### src/rtl/rst_pkg.sv
// Shared types, defaults and width helpers for the staged DRAM reset sequencer.
package rst_pkg;

    typedef enum logic [1:0] {
        HOLD      = 2'd0,
        WAIT_LOCK = 2'd1,
        PHY_UP    = 2'd2,
        RUN       = 2'd3
    } state_e;

    localparam int DEF_SYNC_STAGES = 2;
    localparam int DEF_HOLD_CYCLES = 8;
    localparam int DEF_LOCK_CYCLES = 256;
    localparam int DEF_CTRL_DLY    = 64;

    function automatic int clog2(input int v);
        int r;
        r = 0;
        for (int i = 0; i < 31; i++) begin
            if ((1 << i) < v) begin
                r = i + 1;
            end
        end
        return r;
    endfunction

    function automatic int max3(input int a, input int b, input int c);
        int m;
        m = (a > b) ? a : b;
        return (m > c) ? m : c;
    endfunction

endpackage

### src/rtl/sync_chain_hme.sv
// Multi-flop synchronizer for a single asynchronous bit, cleared to RST_VAL by reset.
module sync_chain_hme #(
    parameter int   STAGES  = 2,
    parameter logic RST_VAL = 1'b0
) (
    input  logic clk_i,
    input  logic rst_ni,
    input  logic d_i,
    output logic q_o
);

    logic [STAGES-1:0] sync_q;

    always_ff @(posedge clk_i or negedge rst_ni) begin
        if (!rst_ni) begin
            sync_q <= {STAGES{RST_VAL}};
        end else begin
            sync_q <= {sync_q[STAGES-2:0], d_i};
        end
    end

    assign q_o = sync_q[STAGES-1];

endmodule

### src/rtl/rst_seq_hme.sv
// Staged reset sequencer: holds PHY and controller in reset until PLL lock is stable,
// then releases the PHY first and the controller after a fixed delay.
module rst_seq_hme
    import rst_pkg::*;
#(
    parameter int SYNC_STAGES = DEF_SYNC_STAGES,
    parameter int HOLD_CYCLES = DEF_HOLD_CYCLES,
    parameter int LOCK_CYCLES = DEF_LOCK_CYCLES,
    parameter int CTRL_DLY    = DEF_CTRL_DLY
) (
    input  logic       C,
    input  logic       RST_N,
    input  logic       CE,
    input  logic       LOCKED,
    input  logic       SW_RST,
    output logic       RST_PHY,
    output logic       RST_CTRL,
    output logic       READY,
    output logic [1:0] STATE
);

    localparam int CNT_W = clog2(max3(HOLD_CYCLES, LOCK_CYCLES, CTRL_DLY)) + 1;
    localparam logic [CNT_W-1:0] HOLD_LAST = CNT_W'(HOLD_CYCLES - 1);
    localparam logic [CNT_W-1:0] LOCK_LAST = CNT_W'(LOCK_CYCLES - 1);
    localparam logic [CNT_W-1:0] CTRL_LAST = CNT_W'(CTRL_DLY - 1);

    state_e           state_q, state_d;
    logic [CNT_W-1:0] cnt_q, cnt_d;
    logic             locked_s;
    logic             rst_phy_q, rst_ctrl_q, ready_q;

    sync_chain_hme #(
        .STAGES  (SYNC_STAGES),
        .RST_VAL (1'b0)
    ) u_lock_sync (
        .clk_i  (C),
        .rst_ni (RST_N),
        .d_i    (LOCKED),
        .q_o    (locked_s)
    );

    // Aborts (SW_RST, lock loss) bypass CE; only forward progress waits for CE.
    always_comb begin
        state_d = state_q;
        cnt_d   = cnt_q;
        case (state_q)
            HOLD: begin
                if (SW_RST) begin
                    cnt_d = '0;
                end else if (CE) begin
                    if (cnt_q == HOLD_LAST) begin
                        state_d = WAIT_LOCK;
                        cnt_d   = '0;
                    end else begin
                        cnt_d = cnt_q + 1'b1;
                    end
                end
            end
            WAIT_LOCK: begin
                if (SW_RST) begin
                    state_d = HOLD;
                    cnt_d   = '0;
                end else if (!locked_s) begin
                    cnt_d = '0;
                end else if (CE) begin
                    if (cnt_q == LOCK_LAST) begin
                        state_d = PHY_UP;
                        cnt_d   = '0;
                    end else begin
                        cnt_d = cnt_q + 1'b1;
                    end
                end
            end
            PHY_UP: begin
                if (SW_RST || !locked_s) begin
                    state_d = HOLD;
                    cnt_d   = '0;
                end else if (CE) begin
                    if (cnt_q == CTRL_LAST) begin
                        state_d = RUN;
                        cnt_d   = '0;
                    end else begin
                        cnt_d = cnt_q + 1'b1;
                    end
                end
            end
            RUN: begin
                cnt_d = '0;
                if (SW_RST || !locked_s) begin
                    state_d = HOLD;
                end
            end
            default: begin
                state_d = HOLD;
                cnt_d   = '0;
            end
        endcase
    end

    // Outputs are registered from the next state so they change on the transition edge.
    always_ff @(posedge C or negedge RST_N) begin
        if (!RST_N) begin
            state_q    <= HOLD;
            cnt_q      <= '0;
            rst_phy_q  <= 1'b1;
            rst_ctrl_q <= 1'b1;
            ready_q    <= 1'b0;
        end else begin
            state_q    <= state_d;
            cnt_q      <= cnt_d;
            rst_phy_q  <= (state_d == HOLD) || (state_d == WAIT_LOCK);
            rst_ctrl_q <= (state_d != RUN);
            ready_q    <= (state_d == RUN);
        end
    end

    assign RST_PHY  = rst_phy_q;
    assign RST_CTRL = rst_ctrl_q;
    assign READY    = ready_q;
    assign STATE    = state_q;

endmodule

### config.mk
export PLATFORM = sky130hd
export DESIGN_NAME = rst_seq_hme
export DESIGN_NICKNAME = d
export VERILOG_FILES = /design/src/rtl/rst_pkg.sv /design/src/rtl/sync_chain_hme.sv /design/src/rtl/rst_seq_hme.sv
export SDC_FILE = /design/constraint.sdc
export NUM_CORES = 1
export LEC_CHECK = 0
export CORE_UTILIZATION = 46
export DETAILED_ROUTE_END_ITERATION = 8
export GPL_ROUTABILITY_DRIVEN = 0
export PLACE_DENSITY = 0.77
export SETUP_SLACK_MARGIN = 0.4
export SYNTH_ARGS = -nofsm -noshare
export SYNTH_HDL_FRONTEND = slang
export SYNTH_SLANG_ARGS = --single-unit
### constraint.sdc
create_clock -name C -period 2.39 [get_ports C]
set_input_delay 0.478 -clock C [delete_from_list [all_inputs] [get_ports C]]
set_output_delay 0.478 -clock C [all_outputs]
set_load 0.05 [all_outputs]
After elaboration in Yosys (flattened, before gate mapping)
Cells that the tools add are included.
- eq/ne operators: 12
- multiplexer cells: 23
- div/mod/pow operators: 0
- reduce and logical (&&, ||, !) cells: 6
- add/sub/neg operators: 1
- shift-type cells: 0
- bitwise gates (word level): 0
- order comparisons: 0
- multiply operators: 0
- operators with widths (operator ; number):
    $mux W9 ; 10
    $pmux W9 S4 ; 1
    $mux W2 ; 11
    $add A9 B1 Y9 const B ; 1
    $eq A9 B3 Y1 const B ; 1
    $eq A9 B6 Y1 const B ; 1
    $eq A9 B8 Y1 const B ; 1
    $pmux W2 S4 ; 1
    $eq A2 B2 Y1 const B ; 3
    $ne A3 B3 Y1 const B ; 2
    $eq A2 B1 Y1 const B ; 2
    $logic_not A2 Y1 ; 2
    $ne A4 B4 Y1 const B ; 1
    $reduce_and A3 Y1 ; 1
    $logic_or A1 B1 Y1 ; 2
    $ne A2 B2 Y1 const B ; 1
    $logic_not A1 Y1 ; 1
- input bits: 5
- output and inout port bits: 5
- memories kept: 0
- latch bits: 0
- register bits: 16
- word-level logic and storage cells: 48
- memory bits (read-only): 0
- memory bits (writable): 0

Longest topological paths before layout
- depth after elaboration: 8
- depth in mapped cells: 10
- gate-level depth less buffers: 10

Cells and area by module
Synthesis repeated with hierarchy kept, for this count alone.
- cell total of the unflattened synthesis: 88
- area total of the unflattened synthesis: 868.3 um^2
- by module, submodules not included (module ; seq. area each (um^2) ; instances ; cells an instance ; area each (um^2)):
    rst_seq_hme ; 352.8 ; 1 ; 86 ; 818.3
    sync_chain_hme ; 50.0 ; 1 ; 2 ; 50.0

Worst setup path before layout
OpenSTA, ideal clock, no wires.
- path kind: register -> register
- start: register cnt_q[0]
- end: register cnt_q[0]
- slack: 0.327 ns
- required time: 2.265 ns
- path buffers: 0
- arrival time: 1.939 ns
- period minus slack after synthesis: 2.063 ns
- setup time: 0.125 ns
- cell stages (with the launch flop): 11
- cell sequence: dfrtp_1 ha_1 nand2_2 nor2_1 nand3_1 inv_1 ha_1 and4b_1 a211oi_4 nor2_2 mux2_2
- cells in the longest elaborated chain, start to end: 6
- elaborated cells on any way between the ends: 15
- classes of those cells: 1 x add/sub; 3 x eq/ne; 11 x mux
- ends and longest elaborated chain (element ; RTL line ; RTL):
    from (decl) ; rst_seq_hme.sv:28 ; logic [CNT_W-1:0] cnt_q, cnt_d;
    from (signal assigned) ; rst_seq_hme.sv:110 ; cnt_q <= cnt_d;
    $add A9 B1 Y9 / $eq A9 B8 Y1 (equally long branches) ; - ;
    $mux W9 ; rst_seq_hme.sv:66 ; if (cnt_q == LOCK_LAST) begin
    $mux W9 ; rst_seq_hme.sv:65 ; end else if (CE) begin
    $mux W9 ; rst_seq_hme.sv:63 ; end else if (!locked_s) begin
    $mux W9 ; rst_seq_hme.sv:60 ; if (SW_RST) begin
    $pmux W9 S4 * ; rst_seq_hme.sv:46 ; case (state_q)
Every way passes the cells marked *; elsewhere a longest branch is shown, timed or not. The select of a mux whose other input is x is not followed.
A chain may end at the register's enable or synchronous reset.

Worst setup path in the final report
- start: register cnt_q[0]
- end: register cnt_q[6]
Same word-level chain as after synthesis.

==> reports/results.txt <==
After filler insertion, the fill cell instance count of the layout stands at 121. The floorplan step defined a die boundary enclosing 0.00207 mm2. The endpoint identified for the worst register-to-register timing path is cnt_q[6]. Setup violations remaining at the end of the flow were counted as 0.

A synthesized cell averages 9.87 um2. The number of H-tree levels is 1, and the area of the core is 0.00175 mm2. Via density per instance: 5.63. The top fanout value on the critical path came out at 3. Setup repair after global routing could not meet its margin everywhere.

Clock tree synthesis selected as its root buffer the cell clkbuf_4. The min-delay analysis places its worst path in the category flip-flop to flip-flop. After the first detailed-routing iteration, the DRC count stood at 29.

The net count reported at finish is 128. The number of standard-cell rows in the floorplan is 15, and the number of synthesized register bits is 16. The logs give 0 for the max-cap violation count and 2.58 ns for the critical path required time. For this design, the CTS-stage hold fixing added 0 buffers. For the final number of hold-violating endpoints, the log shows 0. For the fraction of the core area covered by cells at the end of the flow, the log shows 0.720. The count of flip-flops with a built-in enable after synthesis was 0; the first-pass detailed-route iteration total was 4.

0 antenna diodes ended up in the layout. Worst max-slew margin expressed relative to the limit: 0.541. STA classifies the critical path endpoint as a flip-flop. The run finished with clean final reports.

Number of clock buffers inserted by TritonCTS: 3. The run gives 10 as the number of top-level pins. The initial standard-cell utilization of the core is 0.497.

The dominant synthesized flop cell is dfrtp_1. The critical path is of the flip-flop to flip-flop type. The fraction of synthesis flops using an asynchronous set or reset pin was 1.00; the count of pins over their slew limit was 0. In this run the worst setup path terminates at cnt_q[6].

For the sequential-to-total area share from yosys stat, the log shows 0.464. The transition at the pin with the smallest max-transition slack is 0.687 ns. The post-route clock period utilization is 0.847.

The via count of the first global-routing pass came out at 706. Entering global routing, the biggest net connects 17 pins. Summed over all cells, the static leakage comes to 0.594 nW. The clock latency reported for the late side of the worst-skew pair was 0.30 ns. Height of the chip: 45.4 um. The fraction of final layout cells sized beyond drive strength 1 was 0.395; the global-route usage over all layers was 0.233. The worst IR drop on VDD came out at 424 uV. The worst register-to-register path has a depth of 8. With fillers left out, the area of the finished cells amounts to 0.00126 mm2. The worst path in the final design needs a cycle of 2.02 ns, including I/O delays and setup.

For the final routed database, the setup TNS stands at 0 ns. Number of nets still failing antenna checks after routing: 0. The logs give 0.37 ns for the setup slack on the worst flop-to-flop path and 0.00101 mm2 for the cell area reported after detailed placement. The run gives 519 um2 as the combined area of the multi-input logic cells. Yosys printed 0 warnings. The die is 45.4 um wide. Number of antenna violations at the first check in global routing: 0.

The tools report the wire length reported by the detailed router as 2.15 mm. On the final layout, the worst clock skew is 0.00489 ns. Dividing total power by cell area gives a power density of 449 mW/mm2.

Relative to the synthesized area, the layout overhead comes to 44.7%. The run gives 16 as the sink count of the clock tree. The average wire length per cell after detail routing works out to 14.9 um.

For this run, the top clock speed supported by timing is 0.494 GHz. The area taken by flip-flops and latches is 404 um2, and the detailed-placement wirelength estimate is 1.21 mm. The synthesized netlist net count was 96; the netlist area before placement was 868 um2. During placement, the flow inserted port buffers numbering 9. Kind of launch point of the worst setup path: a flip-flop. The tools report the overflow left after global routing as 0. The clock passes through at most 2 buffers. Data on the critical path arrives at its endpoint at 2.21 ns. The critical path starts at cnt_q[0]. The number of library cell types mapped by synthesis was 38; the final routed DRC violation total was 0. The worst register-to-register path begins at cnt_q[0]. TritonCTS built the clock tree. Synthesis handed over a netlist of 88 instances. The total via count after detailed routing was 810.

Clock-pin slew was measured on the worst setup and hold paths at 0.09 ns. The first global-routing pass estimated 3.28 mm of wire.
stage by stage:
step	instances	setup slack (ns)	hold slack, ns	power, mW
floorplan	88	0.388	0.182	0.326
global placement	123	0.0824	0.332	0.350
detailed placement	123	0.0344	0.343	0.352
CTS	136	0.311	0.364	0.557
global route	144	0.283	0.375	0.587
finish	144	0.366	0.362	0.564
layer usage:
metal / wire length, um / track usage
met2: 1020 / 0.303
met4: 72 / 0.188
met3: 55 / 0.0516
met5: 0 / 0
met1: 1000 / 0.327
worst max-delay path: stages (launching register included):
cell      delay (ns)
dfrtp_1         0.40
ha_4            0.16
nand2_4         0.06
buf_6           0.13
or4_4           0.43
a211oi_4        0.31
buf_6           0.16
o21ai_2         0.05
a22o_1          0.19
synth_stat cells (3+ instances only):
| cell type | count | area [um2] |
|---|---|---|
| o21ai_0 | 5 | 25.0 |
| and3_1 | 3 | 18.8 |
| a22o_1 | 4 | 35.0 |
| nor2_1 | 5 | 18.8 |
| nand3_1 | 5 | 25.0 |
| nand2_1 | 6 | 22.5 |
| or3_1 | 3 | 18.8 |
| dfrtp_1 | 14 | 350 |
| ha_1 | 3 | 37.5 |
| inv_1 | 4 | 15.0 |
final cells by class:
type,instances,share of cell area
Sequential cell,16,0.322
Tap cell,25,0.0249
Clock buffer,4,0.0289
Inverter,5,0.0149
Timing Repair Buffer,29,0.196
Multi-Input combinational cell,65,0.413
logic make-up after synthesis:
logic type,share of synthesized area
adder cells (fa/ha/maj),0.0548
AND/OR/NAND/NOR,0.242
multiplexers,0.0130
AO/OA/AOI/OAI,0.196
buffers and inverters,0.0303
flip-flops,0.464
state kept, by name, indices dropped and copies added, names as in the netlist:
| signal | flops |
|---|---|
| RST_CTRL | 1 |
| cnt_q | 9 |
| RST_PHY | 1 |
| u_lock_sync.sync_q | 2 |
| STATE | 2 |
| READY | 1 |
worst min path at each step:
stage                                  endpoint  slack [ns]  cells past startpoint                   from
after floorplan                           READY        0.18                      0                  RST_N
after CTS                 u_lock_sync.sync_q[1]        0.36                      0  u_lock_sync.sync_q[0]
after global routing      u_lock_sync.sync_q[1]        0.38                      0  u_lock_sync.sync_q[0]
after global placement    u_lock_sync.sync_q[1]        0.33                      0  u_lock_sync.sync_q[0]
after detailed placement  u_lock_sync.sync_q[1]        0.34                      0  u_lock_sync.sync_q[0]
final                     u_lock_sync.sync_q[1]        0.36                      0  u_lock_sync.sync_q[0]
power by group:
| group | internal (mW) | total (mW) | switching, mW |
|---|---|---|---|
| sequential | 0.280 | 0.292 | 0.0113 |
| clock | 0.0930 | 0.182 | 0.0888 |
| combinational | 0.0473 | 0.0908 | 0.0435 |
| total | 0.421 | 0.564 | 0.144 |
layout by cell type, fill, tap and decap left out, types with 2 or more instances in the layout:
cell / netlist / layout
buf_6: 0 / 3
and3_1: 3 / 3
dlygate4sd2_1: 0 / 4
inv_2: 1 / 2
a31oi_1: 2 / 2
nor2_1: 5 / 4
a22o_1: 4 / 4
dfstp_2: 2 / 2
a21oi_1: 2 / 2
nand3_2: 0 / 2
nor2b_1: 2 / 2
o21ai_2: 0 / 5
nor3_1: 2 / 2
clkbuf_4: 0 / 3
inv_1: 4 / 3
ha_4: 0 / 2
clkdlybuf4s50_1: 0 / 5
nand3_1: 5 / 3
or3_1: 3 / 3
o21ai_0: 5 / 2
nand4_1: 2 / 2
dfrtp_1: 14 / 13
buf_4: 0 / 17
nand2_1: 6 / 6
what timing repair did:
item	in CTS	in global routing
endpoints found under the setup margin	12	9
setup buffers	9	8
resized for setup	23	4
pin swaps	12	8
No activity file was read; power rests on OpenSTA's default activity.
